**src/rtl/regfile_bank_if.sv**
```systemverilog
// Bus-side port bundle for regfile_bank: select/write/address request plus
// registered read response and the live register image.
interface regfile_bank_if #(
   parameter int DW    = 16,
   parameter int DEPTH = 4,
   parameter int AW    = $clog2(DEPTH)
);
   logic                  sel;
   logic                  wr;
   logic [AW-1:0]         addr;
   logic [DW-1:0]         wdata;
   logic [DW/8-1:0]       wstrb;
   logic [DW-1:0]         rdata;
   logic                  rvalid;
   logic                  err;
   logic [DW*DEPTH-1:0]   mem_flat;

   modport master (
      output sel, wr, addr, wdata, wstrb,
      input  rdata, rvalid, err, mem_flat
   );

   modport slave (
      input  sel, wr, addr, wdata, wstrb,
      output rdata, rvalid, err, mem_flat
   );
endinterface

```
**src/rtl/regfile_bank.sv**
```systemverilog
// Parametrised control/status register bank with byte-strobed writes,
// registered reads, per-entry clear-on-read and out-of-range error pulses.
module regfile_bank #(
   parameter int               DW       = 16,
   parameter int               DEPTH    = 4,
   parameter int               AW       = $clog2(DEPTH),
   parameter logic [DW-1:0]    RST_VAL  = '0,
   parameter logic [DEPTH-1:0] COR_MASK = '0
) (
   input logic           clk,
   input logic           rst,
   regfile_bank_if.slave bus
);

   logic [DW-1:0] mem [DEPTH];
   logic [DW-1:0] rdata_q;
   logic          rvalid_q;
   logic          err_q;
   logic          in_range;

   // Only reachable as false when DEPTH is not a power of two.
   assign in_range = (32'(bus.addr) < DEPTH);

   always_ff @(posedge clk) begin
      if (!rst) begin
         for (int i = 0; i < DEPTH; i++) begin
            mem[i] <= RST_VAL;
         end
         rdata_q  <= '0;
         rvalid_q <= 1'b0;
         err_q    <= 1'b0;
      end else begin
         rvalid_q <= 1'b0;
         err_q    <= 1'b0;
         if (bus.sel) begin
            if (!in_range) begin
               err_q <= 1'b1;
               if (!bus.wr) begin
                  rvalid_q <= 1'b1;
                  rdata_q  <= '0;
               end
            end else if (bus.wr) begin
               for (int k = 0; k < DW/8; k++) begin
                  if (bus.wstrb[k]) begin
                     mem[bus.addr][8*k +: 8] <= bus.wdata[8*k +: 8];
                  end
               end
            end else begin
               rvalid_q <= 1'b1;
               rdata_q  <= mem[bus.addr];
               // Response carries the pre-clear value; the clear lands on the same edge.
               if (COR_MASK[bus.addr]) begin
                  mem[bus.addr] <= '0;
               end
            end
         end
      end
   end

   assign bus.rdata  = rdata_q;
   assign bus.rvalid = rvalid_q;
   assign bus.err    = err_q;

   for (genvar g = 0; g < DEPTH; g++) begin : g_flat
      assign bus.mem_flat[DW*g +: DW] = mem[g];
   end

endmodule

```
**src/flat_wrapper.sv**
```systemverilog
// flat-port wrapper written by rule: the top's interface ports become plain ports
module regfile_bank_flat 
#(
   parameter int               DW       = 16,
   parameter int               DEPTH    = 4,
   parameter int               AW       = $clog2(DEPTH),
   parameter logic [DW-1:0]    RST_VAL  = '0,
   parameter logic [DEPTH-1:0] COR_MASK = '0
)
  (clk, rst, bus_sel, bus_wr, bus_addr, bus_wdata, bus_wstrb, bus_rdata, bus_rvalid, bus_err, bus_mem_flat);
  regfile_bank_if #(.DW(DW), .DEPTH(DEPTH), .AW(AW)) bus_i ();
  input logic clk;
  input logic rst;
  input wire logic [$bits(bus_i.sel)-1:0] bus_sel;
  input wire logic [$bits(bus_i.wr)-1:0] bus_wr;
  input wire logic [$bits(bus_i.addr)-1:0] bus_addr;
  input wire logic [$bits(bus_i.wdata)-1:0] bus_wdata;
  input wire logic [$bits(bus_i.wstrb)-1:0] bus_wstrb;
  output wire logic [$bits(bus_i.rdata)-1:0] bus_rdata;
  output wire logic [$bits(bus_i.rvalid)-1:0] bus_rvalid;
  output wire logic [$bits(bus_i.err)-1:0] bus_err;
  output wire logic [$bits(bus_i.mem_flat)-1:0] bus_mem_flat;
  assign bus_i.sel = bus_sel;
  assign bus_i.wr = bus_wr;
  assign bus_i.addr = bus_addr;
  assign bus_i.wdata = bus_wdata;
  assign bus_i.wstrb = bus_wstrb;
  assign bus_rdata = bus_i.rdata;
  assign bus_rvalid = bus_i.rvalid;
  assign bus_err = bus_i.err;
  assign bus_mem_flat = bus_i.mem_flat;
  regfile_bank #(.DW(DW), .DEPTH(DEPTH), .AW(AW), .RST_VAL(RST_VAL), .COR_MASK(COR_MASK)) u_core (.clk(clk), .rst(rst), .bus(bus_i));
endmodule
```
**config.mk**
```make
export PLATFORM = sky130hd
export DESIGN_NAME = regfile_bank_flat
export DESIGN_NICKNAME = d
export VERILOG_FILES = /design/src/rtl/regfile_bank_if.sv /design/src/rtl/regfile_bank.sv /design/src/flat_wrapper.sv
export SDC_FILE = /design/constraint.sdc
export NUM_CORES = 1
export LEC_CHECK = 0
export BUFFER_PORTS_ARGS = -buffer_cell sky130_fd_sc_hd__buf_2
export CORE_MARGIN = 2
export CORE_UTILIZATION = 30
export CTS_BUF_LIST = sky130_fd_sc_hd__clkbuf_8
export CTS_CLUSTER_DIAMETER = 60
export DETAILED_ROUTE_END_ITERATION = 7
export GPL_ROUTABILITY_DRIVEN = 0
export PLACE_DENSITY = 0.6
export SLEW_MARGIN = 25
export SYNTH_ARGS = -nofsm -noshare
export SYNTH_HDL_FRONTEND = slang
export SYNTH_SLANG_ARGS = --single-unit
```
**constraint.sdc**
```tcl
create_clock -name clk -period 1.9 [get_ports clk]
set_input_delay 0 -clock clk [delete_from_list [all_inputs] [get_ports clk]]
set_output_delay 0 -clock clk [all_outputs]
set_load 0.05 [all_outputs]
```
== After elaboration in Yosys (flattened, before gate mapping) ==
Memories as Yosys holds them, arrays and structs flattened. A register that Yosys moved wholly into a read port is not among the register bits.
Index checks and enable logic that the tools add are counted.

* Register bits after elaboration: 1
* Memory bits (writable): 64
* Logic and storage cells: 34
* Memories kept: 1

* Order comparisons: 1
* Multiplexer cells: 24
* Bitwise gates (word level): 3
* Reductions and logical operators: 4

{| class="wikitable"
|+ Memory list
! memory !! depth !! width !! rd ports !! clocked after memory_dff !! wr ports !! RTL line !! source
|-
| u_core.mem || 4 || 16 || 5 || 1 || 4 || regfile_bank.sv:15 || <nowiki>logic [DW-1:0] mem [DEPTH];</nowiki>
|}

{| class="wikitable"
|+ Operators by type and width
! cell !! count
|-
| 1-bit 2-to-1 mux || 18
|-
| 16-bit 2-to-1 mux || 1
|-
| 8-bit 2-to-1 mux || 2
|-
| 16-bit OR reduction || 1
|-
| 2-bit 2-to-1 mux || 2
|-
| 2-bit AND reduction || 2
|-
| 2-bit by 3-bit less-than comparator with 1-bit output (second input constant) || 1
|-
| 1-bit binary-select mux with 2-bit select || 1
|-
| 1-bit bitwise OR || 2
|-
| 1-bit logical NOT || 1
|-
| 1-bit NOT || 1
|}

== Logic depth before layout (Yosys ltp) ==
Gate-level depths: netlist (run 1).

* Depth in word-level cells: 10
* Gate-level depth with buffers: 6
* Gate-level depth less buffers: 3

== Worst setup path before layout (run 1) ==
Ideal clock, no wire load.

* Path kind: input-to-reg
* From: input port bus_addr[0]
* To: memory u_core.mem[3][0] (enable)
* Setup time: 0.384 ns
* Data arrival time: 1.136 ns
* Data required time: 1.516 ns
* Setup slack: 0.380 ns
* Stages on the path: 4
* Path through: buf_4 buf_2 nand3_1 o21ai_0

{| class="wikitable"
|+ RTL lines
! what !! RTL line !! source
|-
| from (decl) || flat_wrapper.sv:16 || <nowiki>input wire logic [$bits(bus_i.addr)-1:0] bus_addr;</nowiki>
|-
| to (decl) || regfile_bank.sv:15 ||
|}

==> run metrics, run 1 <==
status finished, final reports clean; minimum hold slack 0.0462 ns; Worst Hold Class primary input to register; CTS tree done; total track usage 14.9%; gr ovfl total 0; Post-Route WL 9.05 mm; Die X 112 um; initial core utilization 30.5%; Final Hold Fails 0; Hold Path Cell Cnt 2; slowest stage delay, CP 0.40 ns; Clock Latency Late Sink 0.36 ns; Clock Path Buffers 2; critical path's slowest cell edfxtp_1; CTS H-tree lvls 3; Fmax 0.950 GHz; setup ws final 0.848 ns; synth top area cells edfxtp_1, and2_1, dfxtp_1, mux2i_1, a21o_1; Synth Instances 252; Power Dens Cells 872 nW/um^2; pre-CTS setup slack 0.490 ns; Top Family by Delay on Critical Path flip-flops; Max Slew Vio Count 0; CTS buffer count 9; critical path peak fanout 2; first-pass GRT wire length 13.8 mm; R2R depth 3; via count 2454; Routed Antenna Nets 0; critical path depth 1; Area Overhead vs Synth 29.8%; Slew headroom 57.8%; CP startpoint kind register; Final period util 55.4%; Die Y 112 um; VDD IR max 328 uV; Fillers 1109; Avg Cell Area, Syn 13.8 um^2; flops & latches, synth 81; clk sinks 81; CTS root buffer clkbuf_8; Slew @ Worst Pin 0.633 ns; Crit. End Element output pin; Synth cell types 26; Worst Skew 0.00644 ns; Clk pin slew, worst setup/hold paths 0.08 ns; post-cts sizing count 0; crit-path cells buf_2; post-DP HPWL 6.37 mm; postcts setup bufs 0; Data arrival, critical path 1.05 ns; wire per inst 17.1 um; NumNets Final 405; largest net degree at the start of global routing 27; die area 12400 um^2; IO Port Bufs 104; 1st-iter DRT viols 95; std cell rows 39; Seq/Total Area, Yosys 65.2%; antenna violations before repair 0; Crit path required time 1.90 ns; drt pass-1 iters 4; layout cells sized above 1 34.7%; cell area after synthesis 3470 um^2; Async S/R FF share, synth 0%; number of synthesized flops with an enable pin 64; boundary pin count 106; Main synth FF type edfxtp_1; critical path class register to output pin; setup_tns 0 ns; antenna cells 0; Mapped Nets 276; Buf+Inv Stages, Crit Path 1; min Tclk post-route 1.05 ns; final setup fails 0; Tot Pwr 3.93 mW; share of the synthesized area in the top cell type 55.4%; vias in the first global route 2410; largest area contributor in the netlist edfxtp_1; drt drc 0; core area 11400 um^2; Lkg Pwr 2.03 nW; RSZ-0062 raised after global routing false; Via density 4.64; Synth Warn # 0; # Max-Cap Violations 0
==> report_power, final <==
group	internal [mW]	total, mW	switching (mW)
sequential	2.02	2.08	0.0594
clock	0.459	1.08	0.624
combinational	0.193	0.766	0.573
total	2.67	3.93	1.26
==> final cells by class <==
class	instances	area (um^2)	share of cell area [%]
sequential	81	2260	50.2
multi-input combinational	157	1120	24.9
timing repair buffer	131	776	17.2
tap	143	179	3.97
clock buffer	9	124	2.75
clock inverter	7	38.8	0.861
inverter	1	3.75	0.0833
==> stage by stage <==
stage	utilization, %	area (um^2)	std cells
final	39.6	4510	529
after global placement	36.8	4180	497
after CTS	39.6	4510	529
after detailed placement	36.8	4180	497
after floorplan	-	3470	252
after global routing	39.6	4510	529
==> per-layer routing <==
layer / global-route usage, % / up-vias / wire [um]
li1: - / 1174 / -
met1: 19.7 / 1198 / 4220
met4: 6.42 / 0 / 172
met2: 23.3 / 69 / 4190
met3: 3.81 / 13 / 470
met5: 0 / - / 0
==> timing repair <==
item | 4_1_cts | 5_1_grt
setup endpoints to repair | 0 | 0
hold buffers | 16 | 0
endpoints found under the hold margin | 64 | 0
==> placed cells by master (no fill, tap or decap), types with 6 or more instances in the layout <==
| cell | Yosys | layout |
|---|---|---|
| o22ai_1 | 15 | 15 |
| buf_2 | 5 | 104 |
| edfxtp_1 | 64 | 64 |
| buf_4 | 5 | 10 |
| nor2_1 | 6 | 6 |
| mux2i_1 | 32 | 32 |
| o21ai_0 | 6 | 6 |
| clkbuf_8 | 0 | 9 |
| a21o_1 | 15 | 15 |
| dlygate4sd3_1 | 0 | 16 |
| dfxtp_1 | 17 | 17 |
| and2_1 | 64 | 64 |
==> sequential cells by signal, indices dropped and copies added, names as in the netlist <==
register / flops
u_core.bus.rdata: 16
u_core.mem: 64
u_core.bus.rvalid: 1
==> synth_stat cells (4+ instances only) <==
| master | number |
|---|---|
| and2_1 | 64 |
| edfxtp_1 | 64 |
| o22ai_1 | 15 |
| nand2b_1 | 4 |
| o21ai_0 | 6 |
| buf_2 | 5 |
| dfxtp_1 | 17 |
| a21o_1 | 15 |
| nor2_1 | 6 |
| mux2i_1 | 32 |
| buf_4 | 5 |
==> cell families after synthesis <==
logic type	Yosys count	synth area share, %
compound gates	39	7.71
buf+inv	14	2.49
flops	81	65.2
mux	32	9.23
other cells	1	0.108
simple gates	85	15.3
==> path summary, 6_finish.rpt <==
path / start / to / slack, ns
max: u_core.mem[0][15] / bus_mem_flat[15] / 0.85
max reg2reg: u_core.mem[0][15] / u_core.bus.rdata[15] / 0.86
min: bus_sel / u_core.bus.rvalid / 0.05
min reg2reg: u_core.bus.rdata[11] / u_core.bus.rdata[11] / 0.45
No activity file was read; power rests on OpenSTA's default activity.
==> run 2, diff against run 1 <==
==> constraint.sdc (replaced) <==
create_clock -name clk -period 1 [get_ports clk]
set_input_delay 0 -clock clk [delete_from_list [all_inputs] [get_ports clk]]
set_output_delay 0 -clock clk [all_outputs]
set_load 0.05 [all_outputs]
==> run 2 against run 1 <==
The flow now finishes with violations (setup timing). Core utilization grew 7.3 points. Setup slack lost 0.93 ns. Register-to-register slack lost 0.94 ns. Critical path depth grew 1. Non-clock buffer count grew 26. Sequential cell count is the same. Sequential power grew 92%. Worst hold slack gained 0.0013 ns. Clock power grew 150%.
==> run metrics, run 2 (synthesized netlist as in run 1, its figures left out) <==
status complete, but fails checks; failing checks setup timing; NumNets Final 431 (+6.4%); slowest stage delay, CP 0.43 ns (+0.03 ns); clk sinks 81 (unchanged); first-pass GRT wire length 14.9 mm (+7.6%); Clock Latency Late Sink 0.37 ns (about the same); final setup fails 3 (+3); area of the multi-input gates 1170 um^2 (+4.6%); Die X 112 um (unchanged); most frequent cells in the layout and2_1, edfxtp_1, buf_6; largest net degree at the start of global routing 17 (-37%); via count 2607 (+6.2%); CTS buffer count 9 (unchanged); post-DP HPWL 6.82 mm (+7.0%); CTS tree done; register area 2260 um^2 (unchanged); Fmax 0.925 GHz; min Tclk post-route 1.08 ns; Clock Path Buffers 2 (unchanged); minimum hold slack 0.0474 ns (+0.00125 ns); critical path peak fanout 2 (unchanged); Fillers 1039 (-6.3%); crit-path cells buf_4 -> buf_6; total track usage 15.5% (+0.65 points); layout cells sized above 1 40.3% (+5.6 points); Max Slew Vio Count 0 (unchanged); Crit path required time 1.00 ns (-0.90 ns); Data arrival, critical path 1.08 ns (+0.03 ns); die area 12400 um^2 (unchanged); Tot Pwr 8.44 mW (+110%); Lkg Pwr 2.38 nW (+17%); CTS H-tree lvls 3 (unchanged); critical path's slowest cell edfxtp_1; DP Cell Count 522 (+5.0%); CTS root buffer clkbuf_8; Crit. End Element output pin; Clock power frac 31.4% (+3.8 points); Worst Hold Class primary input to register; drt pass-1 iters 4 (unchanged); largest reg by FF count u_core.mem; core area 11400 um^2 (unchanged); vias in the first global route 2680 (+11%); Combinational Power Share 21.4% (+1.9 points); P_sw 2.48 mW (+97%); Net Sw Frac 29.4% (-2.6 points); Routed Antenna Nets 0 (unchanged); Clk pin slew, worst setup/hold paths 0.07 ns (about the same); design internal power 5.96 mW (+120%); drt drc 0 (unchanged); Finished Layout Cells 555 (+4.9%); # Max-Cap Violations 0 (unchanged); Top Family by Delay on Critical Path flip-flops; Die Y 112 um (unchanged); wire per inst 17.4 um (+1.6%); VDD IR max 667 uV (+100%); Via density 4.70 (+1.3%); boundary pin count 106 (unchanged); RSZ-0062 raised after global routing true; Worst Skew 0.0148 ns (+0.00835 ns); Final Hold Fails 0 (unchanged); Area Overhead vs Synth 53.7%; Flop pwr share 47.3% (-5.6 points); 1st-iter DRT viols 120 (+26%); antenna cells 0 (unchanged); Final period util 108%; Power Dens Cells 1580 nW/um^2 (+81%); setup ws final -0.0816 ns (-0.929 ns); IO Port Bufs 104 (unchanged); gr ovfl total 0 (unchanged); CP startpoint kind register; initial core utilization 30.5% (unchanged); Post-Route WL 9.65 mm (+6.6%); R2R Setup Slk -0.08 ns (-0.94 ns); std cell rows 39 (unchanged); antenna violations before repair 0 (unchanged); Buf+Inv Stages, Crit Path 2 (+1); max reg flops 64 (unchanged); critical path class register to output pin
[run 2: worst register-to-register path, cell delays in order (launching register included)]
cell and delay, ns:
edfxtp_1 0.43, buf_4 0.16, mux2i_1 0.14, nor2_1 0.05, a211o_1 0.22
[run 2: path summary, 6_finish.rpt]
path | from | endpoint | cells past startpoint
max | u_core.mem[1][15] | bus_mem_flat[31] | 2
min | bus_sel | u_core.bus.rvalid | 3
max reg2reg | u_core.mem[1][15] | u_core.bus.rdata[15] | 4
min reg2reg | u_core.bus.rdata[7] | u_core.bus.rdata[7] | 1
[run 2: power groups by stage]
stage / Combinational [mW] / Sequential (mW) / Clock, mW
after global placement: 1.56 / 4.02 / 0
after CTS: 1.74 / 3.97 / 2.68
after global routing: 1.88 / 4.01 / 2.80
after floorplan: 0.336 / 4.73 / 0
final: 1.80 / 3.99 / 2.65
after detailed placement: 1.58 / 4.03 / 0
[run 2: final cells by class]
cell class / instances / share of cell area [%]
well taps: 143 / 3.35
clock inverters: 6 / 1.43
flip-flops and latches: 81 / 42.4
multi-input cells: 157 / 22.0
repair buffers: 157 / 28.2
inverters: 1 / 0.0704
clock buffers: 10 / 2.58
[run 2: layer usage]
layer	global-route usage, %	share of wire, %
met5	0	0
met2	25.4	50
met3	3.43	5.4
met1	19.8	43
met4	7.00	1.8
[run 2: stage by stage]
stage / util [%] / setup WS (ns) / cell area (um^2) / setup TNS [ns]
CTS: 45.4 / -0.0759 / 5160 / -0.229
finish: 46.9 / -0.0816 / 5340 / -0.230
global placement: 40.2 / -0.150 / 4570 / -8.29
floorplan: - / -0.212 / 3550 / -5.86
global route: 46.9 / -0.147 / 5340 / -0.470
detailed placement: 40.2 / -0.213 / 4570 / -11.68
[run 2: what timing repair did]
| item | 4_1_cts | 5_1_grt |
|---|---|---|
| setup endpoints to repair | 55 | 62 |
| gates resized for setup | 74 | 61 |
| buffers inserted | 1 | 0 |
| hold buffers | 16 | 0 |
| hold endpoints to repair | 64 | 0 |
| pin swaps | 2 | 2 |
